File: src/rtl/sr_pulse_driver.sv
// Command-side driver for an SR flip-flop: turns a level request into a timed,
// non-overlapping set or clear pulse, tracks the expected Q and verifies feedback.
module sr_pulse_driver #(
  parameter int unsigned PULSE_W = 2,
  parameter int unsigned GAP_W   = 3,
  parameter bit          FORCE   = 1'b0
) (
  input  logic clk,
  input  logic rst,
  input  logic req_valid,
  input  logic req_level,
  output logic req_ready,
  output logic set_o,
  output logic clr_o,
  input  logic q_fb,
  input  logic err_clr,
  output logic q_shadow,
  output logic busy,
  output logic err
);

  localparam int unsigned CNT_W = 4;

  // Reject pulse/gap widths the 4-bit counter or the feedback synchroniser cannot honour
  if (PULSE_W < 1 || PULSE_W > 15) begin : g_bad_pulse_w
    $error("sr_pulse_driver: PULSE_W must be in 1..15");
  end
  if (GAP_W < 3 || GAP_W > 15) begin : g_bad_gap_w
    $error("sr_pulse_driver: GAP_W must be in 3..15");
  end

  typedef enum logic [1:0] {
    ST_IDLE  = 2'd0,
    ST_PULSE = 2'd1,
    ST_GAP   = 2'd2
  } state_t;

  state_t           state, state_next;
  logic [CNT_W-1:0] cnt, cnt_next;
  logic             lvl, lvl_next;
  logic             shadow_next, err_next;
  logic             set_next, clr_next, busy_next, ready_next;
  logic             q_meta, q_sync;

  // Two-flop synchroniser for the asynchronous Q feedback
  always_ff @(posedge clk or negedge rst) begin
    if (!rst) begin
      q_meta <= 1'b0;
      q_sync <= 1'b0;
    end else begin
      q_meta <= q_fb;
      q_sync <= q_meta;
    end
  end

  // Next-state, counter, shadow and error decode; pulse outputs follow the next state
  always_comb begin
    state_next  = state;
    cnt_next    = cnt;
    lvl_next    = lvl;
    shadow_next = q_shadow;
    err_next    = err & ~err_clr;
    case (state)
      ST_IDLE: begin
        if (req_valid && req_ready) begin
          if (FORCE || (req_level != q_shadow)) begin
            state_next = ST_PULSE;
            lvl_next   = req_level;
            cnt_next   = CNT_W'(PULSE_W);
          end
        end
      end
      ST_PULSE: begin
        if (cnt == CNT_W'(1)) begin
          state_next  = ST_GAP;
          cnt_next    = CNT_W'(GAP_W);
          shadow_next = lvl;
        end else begin
          cnt_next = cnt - CNT_W'(1);
        end
      end
      ST_GAP: begin
        if (cnt == CNT_W'(1)) begin
          state_next = ST_IDLE;
          if (q_sync != q_shadow) begin
            err_next = 1'b1;
          end
        end else begin
          cnt_next = cnt - CNT_W'(1);
        end
      end
      default: begin
        state_next = ST_IDLE;
      end
    endcase
    set_next   = (state_next == ST_PULSE) &  lvl_next;
    clr_next   = (state_next == ST_PULSE) & ~lvl_next;
    busy_next  = (state_next != ST_IDLE);
    ready_next = (state_next == ST_IDLE);
  end

  // State and registered outputs; reset drops the pulses immediately
  always_ff @(posedge clk or negedge rst) begin
    if (!rst) begin
      state     <= ST_IDLE;
      cnt       <= '0;
      lvl       <= 1'b0;
      set_o     <= 1'b0;
      clr_o     <= 1'b0;
      q_shadow  <= 1'b0;
      err       <= 1'b0;
      busy      <= 1'b0;
      req_ready <= 1'b1;
    end else begin
      state     <= state_next;
      cnt       <= cnt_next;
      lvl       <= lvl_next;
      set_o     <= set_next;
      clr_o     <= clr_next;
      q_shadow  <= shadow_next;
      err       <= err_next;
      busy      <= busy_next;
      req_ready <= ready_next;
    end
  end

endmodule
File: config.mk
export PLATFORM = sky130hd
export DESIGN_NAME = sr_pulse_driver
export DESIGN_NICKNAME = d
export VERILOG_FILES = /design/src/rtl/sr_pulse_driver.sv
export SDC_FILE = /design/constraint.sdc
export NUM_CORES = 1
export LEC_CHECK = 0
export CELL_PAD_IN_SITES_DETAIL_PLACEMENT = 0
export CELL_PAD_IN_SITES_GLOBAL_PLACEMENT = 1
export CORE_MARGIN = 5
export CORE_UTILIZATION = 43
export CTS_CLUSTER_DIAMETER = 50
export CTS_CLUSTER_SIZE = 25
export DETAILED_ROUTE_END_ITERATION = 10
export HOLD_SLACK_MARGIN = 0.12
export PLACE_DENSITY = 0.92
export SYNTH_ARGS = -nofsm -noshare
export SYNTH_HDL_FRONTEND = slang
export SYNTH_SLANG_ARGS = --single-unit
File: constraint.sdc
create_clock -name clk -period 5.3 [get_ports clk]
set_clock_uncertainty 0.05 [all_clocks]
set_input_delay 1.59 -clock clk [delete_from_list [all_inputs] [get_ports clk]]
set_output_delay 1.59 -clock clk [all_outputs]
set_load 0.02 [all_outputs]
==> run_results.csv, run 1 <==
group,metric,value,unit
outcome,status,"completed",
placement,routabilityCongestion,0.770,
drt,routed_wl,1430,um
worst_setup_path,cp_top_family,"buffers and inverters",
pwr,p_leak,0.428,nW
grt,antenna_found_initial,0,
sta,setup_viol,0,
cts,htree_levels,1,
grt,grt_pass1_vias,589,
cts,cts_root_buf,"clkbuf_4",
logic_synthesis,ys_async_sr_fraction,1.00,
finish,n_fill_cell,159,
cts,clockBufferDepth,2,
worst_setup_path,endpoint_kind,"output pin",
sta,max_freq,324,MHz
cts,clk_pin_slew,0.09,ns
worst_setup_path,path_buf_inv,1,
logic_synthesis,syn-cell-area,791,um2
min_path,hp-start,"q_meta",
floorplanning,fp.dieH,52.9,um
logic_synthesis,synth_top_area_frac,0.443,
cts,postCtsResizedCells,0,
logic_synthesis,synth_edf_count,0,
worst_setup_path,slowest_stage,"clkdlybuf4s50_1",
worst_setup_path,crit_cells,1,
logic_synthesis,synth_area_leaders,"dfrtp_1 44%, ha_1 11%, o21ai_0 3.8%, dfstp_2 3.3%, inv_1 3.3%",
finish,final_nets,105,
placement,dp_slack,2.01,ns
sta,worst_pin_slew,0.649,ns
worst_setup_path,cp-start-kind,"flop",
sta,setup_ws,2.22,ns
pwr,peakVddDrop,350,uV
grt,grt_max_degree,16,
worst_setup_path,ff2ff_path_depth,6,
cts,cts_tree,"yes",
grt,grt_first_pass_wirelength,2510,um
cts,hold_buffers,0,
floorplanning,coreArea,0.00175,mm2
worst_setup_path,cp.required,3.66,ns
finish,drive_gt1_frac,0.143,
sta,min_period_over_period,0.582,
worst_setup_path,reg2reg_setup_slack,3.23,ns
worst_setup_path,crit_fanout,4,
min_path,hp-class,"reg -> reg",
worst_setup_path,crit_start,"req_ready",
drt,initialDrtViolationCount,4,
worst_setup_path,worstSetupPathType,"reg -> out",
floorplanning,initial_core_util,0.453,
sta,drv_slew,0,
drt,final_antenna_net_count,0,
logic_synthesis,synthFlopType,"dfrtp_1",
worst_setup_path,cp.arrival,1.44,ns
min_path,hold_depth,0,
logic_synthesis,synthMostInstantiatedCell,"dfrtp_1",
floorplanning,die_w,52.9,um
job,cap_violations,0,
drt,dr.pass1.iters,4,
finish,stdcell_count,116,
placement,place_inst,112,
drt,drc,0,
cts,cts_buffers,3,
drt,drt-vias-per-instance,4.98,
logic_synthesis,yosys.area.top_type,"dfrtp_1",
cts,cts.sinks,15,
grt,grt_util_all_layers,0.122,
worst_setup_path,critPathMaxStageDelay,0.61,ns
cts,clk_latency,0.28,ns
floorplanning,pin_count,12,
sta,hold_slack,0.304,ns
placement,port_buffers,11,
grt,grt_overflow,0,
sta,fin_setup_tns,0,ns
sta,min_period,3.08,ns
worst_setup_path,r2r-start,"cnt[1]",
sta,rsz0062_at_grt,"no",
logic_synthesis,post_synth_num_cell_types,31,
placement,hpwl,1110,um
logic_synthesis,synth_warnings,0,
sta,max-slew-margin-rel,0.566,
finish,syn2layout_area_growth,21.4,%
drt,wire_per_inst,12.3,um
logic_synthesis,ys_seq_area_frac,0.476,
logic_synthesis,synth_common_cells,"14 x dfrtp_1, 7 x ha_1, 7 x inv_1, 7 x nor2_1, 6 x o21ai_0",
logic_synthesis,post_synth.cell_area_avg,10.4,um2
sta,hold_viol,0,
cts,post_cts_buffers,0,
logic_synthesis,netlist_instances,76,
worst_setup_path,crit_chain,"clkdlybuf4s50_1",
drt,vias,578,
finish,n_antenna_cell,0,
floorplanning,fp-row-count,15,
logic_synthesis,syn_nets,89,
logic_synthesis,synth_seq_cells,15,
floorplanning,dieArea,0.00280,mm2
pwr,p_per_area,462,mW/mm2
## kinds of logic after synthesis
logic type	count (synthesis)	synth area share
AOI/OAI and AO/OA	19	0.169
xor gates and xnor gates	2	0.0222
adders and majority gates	7	0.111
buffers and inverters	7	0.0332
DFF	15	0.476
muxes	1	0.0142
and+or+nand+nor	25	0.174
## worst paths after layout
check | end
max in group asynchronous | state[0]
worst min register to register | q_sync
worst max-delay path | req_ready
min in group asynchronous | cnt[1]
worst min-delay path | q_sync
worst max register to register | set_o
## cell type report
cell class	count	area, um2	share of cell area
Clock buffer	3	22.5	0.0235
Clock inverter	1	5.00	0.00522
Inverter	7	26.3	0.0274
Multi-Input combinational cell	54	388	0.404
Sequential cell	15	377	0.392
Tap cell	25	31.3	0.0326
Timing Repair Buffer	11	110	0.115
## registers in the layout, summed over array words and instances (netlist names)
signal     flops
q_shadow       1
err            1
req_ready      1
q_meta         1
q_sync         1
clr_o          1
cnt            4
state          2
lvl            1
busy           1
set_o          1
## worst reg2reg max path: stages (launching register included)
cell       delay, ns
dfrtp_1         0.39
inv_1           0.10
ha_1            0.17
nor3b_1         0.46
nor2_1          0.12
a2111oi_2       0.52
nor4_1          0.13
## stage by stage
step	area, um2	util	power, mW
after floorplan	791	-	0.316
after global placement	932	0.534	0.379
after detailed placement	932	0.534	0.381
after CTS	960	0.550	0.450
after global routing	960	0.550	0.482
final	960	0.550	0.443
## cell usage in the layout, fill, tap and decap left out, types with 3 or more instances in the layout
| cell | n |
|---|---|
| ha_1 | 7 |
| inv_1 | 7 |
| clkbuf_4 | 3 |
| nor2_1 | 7 |
| clkdlybuf4s50_1 | 11 |
| nand2b_1 | 3 |
| o21ai_0 | 6 |
| a21oi_1 | 3 |
| nand2_1 | 3 |
| dfrtp_1 | 14 |
## report_power, final
part | switching [mW] | internal (mW) | total (mW) | leakage, nW
combinational | 0.109 | 0.0954 | 0.204 | 0.219
clock | 0.0363 | 0.0280 | 0.0643 | 0.0177
sequential | 0.0259 | 0.149 | 0.175 | 0.192
total | 0.171 | 0.272 | 0.443 | 0.428
## routing by layer
metal | track usage | vias up | share of wire
met5 | 0 | - | 0
met4 | 0.0511 | 0 | 0.0070
met3 | 0.0338 | 2 | 0.039
met2 | 0.192 | 9 | 0.48
met1 | 0.156 | 273 | 0.48
li1 | - | 294 | -
No activity file was read; power rests on OpenSTA's default activity.
==> run 2, diff against run 1 <==
--- a/config.mk
+++ b/config.mk
@@ -8,12 +8,12 @@
 export CELL_PAD_IN_SITES_DETAIL_PLACEMENT = 0
 export CELL_PAD_IN_SITES_GLOBAL_PLACEMENT = 1
 export CORE_MARGIN = 5
-export CORE_UTILIZATION = 43
+export CORE_UTILIZATION = 40
 export CTS_CLUSTER_DIAMETER = 50
 export CTS_CLUSTER_SIZE = 25
 export DETAILED_ROUTE_END_ITERATION = 10
 export HOLD_SLACK_MARGIN = 0.12
-export PLACE_DENSITY = 0.92
+export PLACE_DENSITY = 0.87
 export SYNTH_ARGS = -nofsm -noshare
 export SYNTH_HDL_FRONTEND = slang
 export SYNTH_SLANG_ARGS = --single-unit
==> constraint.sdc (replaced) <==
create_clock -name clk -period 2.99 [get_ports clk]
set_clock_uncertainty 0.05 [all_clocks]
set_input_delay 0.897 -clock clk [delete_from_list [all_inputs] [get_ports clk]]
set_output_delay 0.897 -clock clk [all_outputs]
set_load 0.02 [all_outputs]
==> run 2 against run 1 <==
Routed wire length increased by 3.4%; sequential share of layout area fell by 0.10 points; global-route usage increased by 1.2 points; core utilization fell by 4.9 points; die area increased by 6.0%; critical path depth stayed put; clock power is 85% higher; cell count rose by 1.7%; sequential power increased by 77%; combinational power is 78% higher; via count stayed put; critical path type unchanged; largest cell class unchanged; highest routed layer unchanged.
==> run_results.csv, run 2 (synthesis gave the netlist of run 1 again) <==
group,metric,value,unit
floorplanning,fp.dieH,54.5,um
drt,dr.pass1.iters,2,
worst_setup_path,r2r-start,"cnt[1]",
worst_setup_path,cp-start-kind,"flop",
finish,n_antenna_cell,0,
finish,mostFrequentLayoutCells,"14 x dfrtp_1, 11 x clkdlybuf4s50_1, 7 x inv_1, 7 x nor2_1, 7 x ha_1",
finish,fin_area,962,um2
grt,grt_overflow,0,
drt,vias,578,
pwr,p_per_area,821,mW/mm2
grt,antenna_found_initial,0,
drt,routed_wl,1480,um
pwr,power_switching,307,uW
cts,clockBufferDepth,2,
pwr,clock_power_share,0.150,
cts,clk_latency,0.29,ns
sta,min_period,2.41,ns
floorplanning,fp-row-count,16,
finish,largest_reg_flops,4,
min_path,hp-start,"q_meta",
finish,n_fill_cell,189,
worst_setup_path,slowest_stage,"clkdlybuf4s50_1",
grt,grt_first_pass_wirelength,2790,um
floorplanning,dieArea,0.00297,mm2
cts,cts_root_buf,"clkbuf_4",
finish,syn2layout_area_growth,21.7,%
worst_setup_path,cp.required,2.04,ns
placement,hpwl,1130,um
drt,final_antenna_net_count,0,
cts,postCtsResizedCells,0,
finish,top_regs,"cnt x4, state x2",
drt,initialDrtViolationCount,6,
drt,drt-vias-per-instance,4.90,
floorplanning,die_w,54.5,um
floorplanning,pin_count,12,
pwr,peakVddDrop,466,uV
sta,drv_slew,0,
worst_setup_path,worstSetupPathType,"reg -> out",
sta,setup_viol,0,
outcome,status,"completed",
worst_setup_path,endpoint_kind,"output pin",
sta,fin_setup_tns,0,ns
finish,drive_gt1_frac,0.143,
job,cap_violations,0,
drt,drc,0,
worst_setup_path,crit_fanout,4,
pwr,power_frac_comb,0.459,
sta,worst_pin_slew,0.670,ns
worst_setup_path,critPathMaxStageDelay,0.61,ns
grt,grt_pass1_vias,651,
placement,placed_area,935,um2
cts,cts_tree,"yes",
cts,hold_buffers,0,
finish,register_area,377,um2
sta,rsz0062_at_grt,"no",
cts,cts.sinks,15,
finish,final_nets,105,
sta,max_freq,415,MHz
worst_setup_path,crit_start,"req_ready",
pwr,netSwitchingFraction,0.389,
floorplanning,initial_core_util,0.411,
cts,post_cts_buffers,0,
floorplanning,coreArea,0.00192,mm2
grt,grt_util_all_layers,0.134,
grt,grt_max_degree,16,
cts,cts_buffers,3,
worst_setup_path,crit_chain,"clkdlybuf4s50_1",
worst_setup_path,path_buf_inv,1,
cts,clk_pin_slew,0.09,ns
placement,routabilityCongestion,0.790,
pwr,seqPwrFrac,0.391,
sta,hold_viol,0,
placement,port_buffers,11,
cts,htree_levels,1,
finish,top_register,"cnt",
sta,max-slew-margin-rel,0.552,
worst_setup_path,cp_top_family,"buffers and inverters",
pwr,p_leak,0.428,nW
drt,wire_per_inst,12.5,um
min_path,hp-class,"reg -> reg",
finish,final_common_cell,"dfrtp_1",
finish,multi_input_area,388,um2
worst_setup_path,cp.arrival,1.46,ns
sta,min_period_over_period,0.805,
pwr,intPower,483,uW
## run 2: cell counts in the layout (fill, tap and decap cells not counted)
Identical to the previous run, type by type.
## run 2: path summary, 6_finish.rpt
| path | depth (start not counted) | to | slack, ns |
|---|---|---|---|
| hold / removal | 0 | q_sync | 0.31 |
| max in group asynchronous | 1 | state[1] | 1.51 |
| hold reg to reg | 0 | q_sync | 0.31 |
| min in group asynchronous | 1 | cnt[2] | 0.95 |
| setup / recovery | 1 | req_ready | 0.58 |
| setup reg to reg | 6 | set_o | 1.02 |
## run 2: cell type report
cell class | count | area share
clock buffer | 3 | 0.0234
clock inverter | 1 | 0.00520
multi-input combinational | 54 | 0.403
tap | 27 | 0.0351
timing repair buffer | 11 | 0.114
inverter | 7 | 0.0273
sequential | 15 | 0.391
## run 2: power groups by stage
stage,Sequential [mW],Clock [mW],Combinational [mW]
3_3_place_gp,0.312,0,0.363
4_1_cts,0.310,0.125,0.367
5_1_grt,0.320,0.136,0.415
6_report,0.309,0.119,0.363
2_1_floorplan,0.337,0,0.223
3_5_place_dp,0.313,0,0.364
## run 2: metal layers
| metal | vias up | routed length [um] | global-route usage | part of all wire |
|---|---|---|---|---|
| met3 | 3 | 60 | 0.0409 | 0.041 |
| met1 | 269 | 692 | 0.172 | 0.47 |
| met4 | 0 | 31 | 0.0747 | 0.021 |
| met2 | 12 | 690 | 0.199 | 0.47 |
| li1 | 294 | - | - | - |
| met5 | - | 0 | 0 | 0 |
## run 2: metrics by stage
| stage | util | total power [mW] | cells | hold slack [ns] | setup WS, ns |
|---|---|---|---|---|---|
| final | 0.501 | 0.790 | 118 | 0.307 | 0.582 |
| after global routing | 0.501 | 0.871 | 118 | 0.335 | 0.541 |
| after detailed placement | 0.486 | 0.676 | 114 | 0.291 | 0.390 |
| after floorplan | - | 0.560 | 76 | 0.281 | 0.942 |
| after CTS | 0.501 | 0.802 | 118 | 0.313 | 0.571 |
| after global placement | 0.486 | 0.675 | 114 | 0.283 | 0.413 |
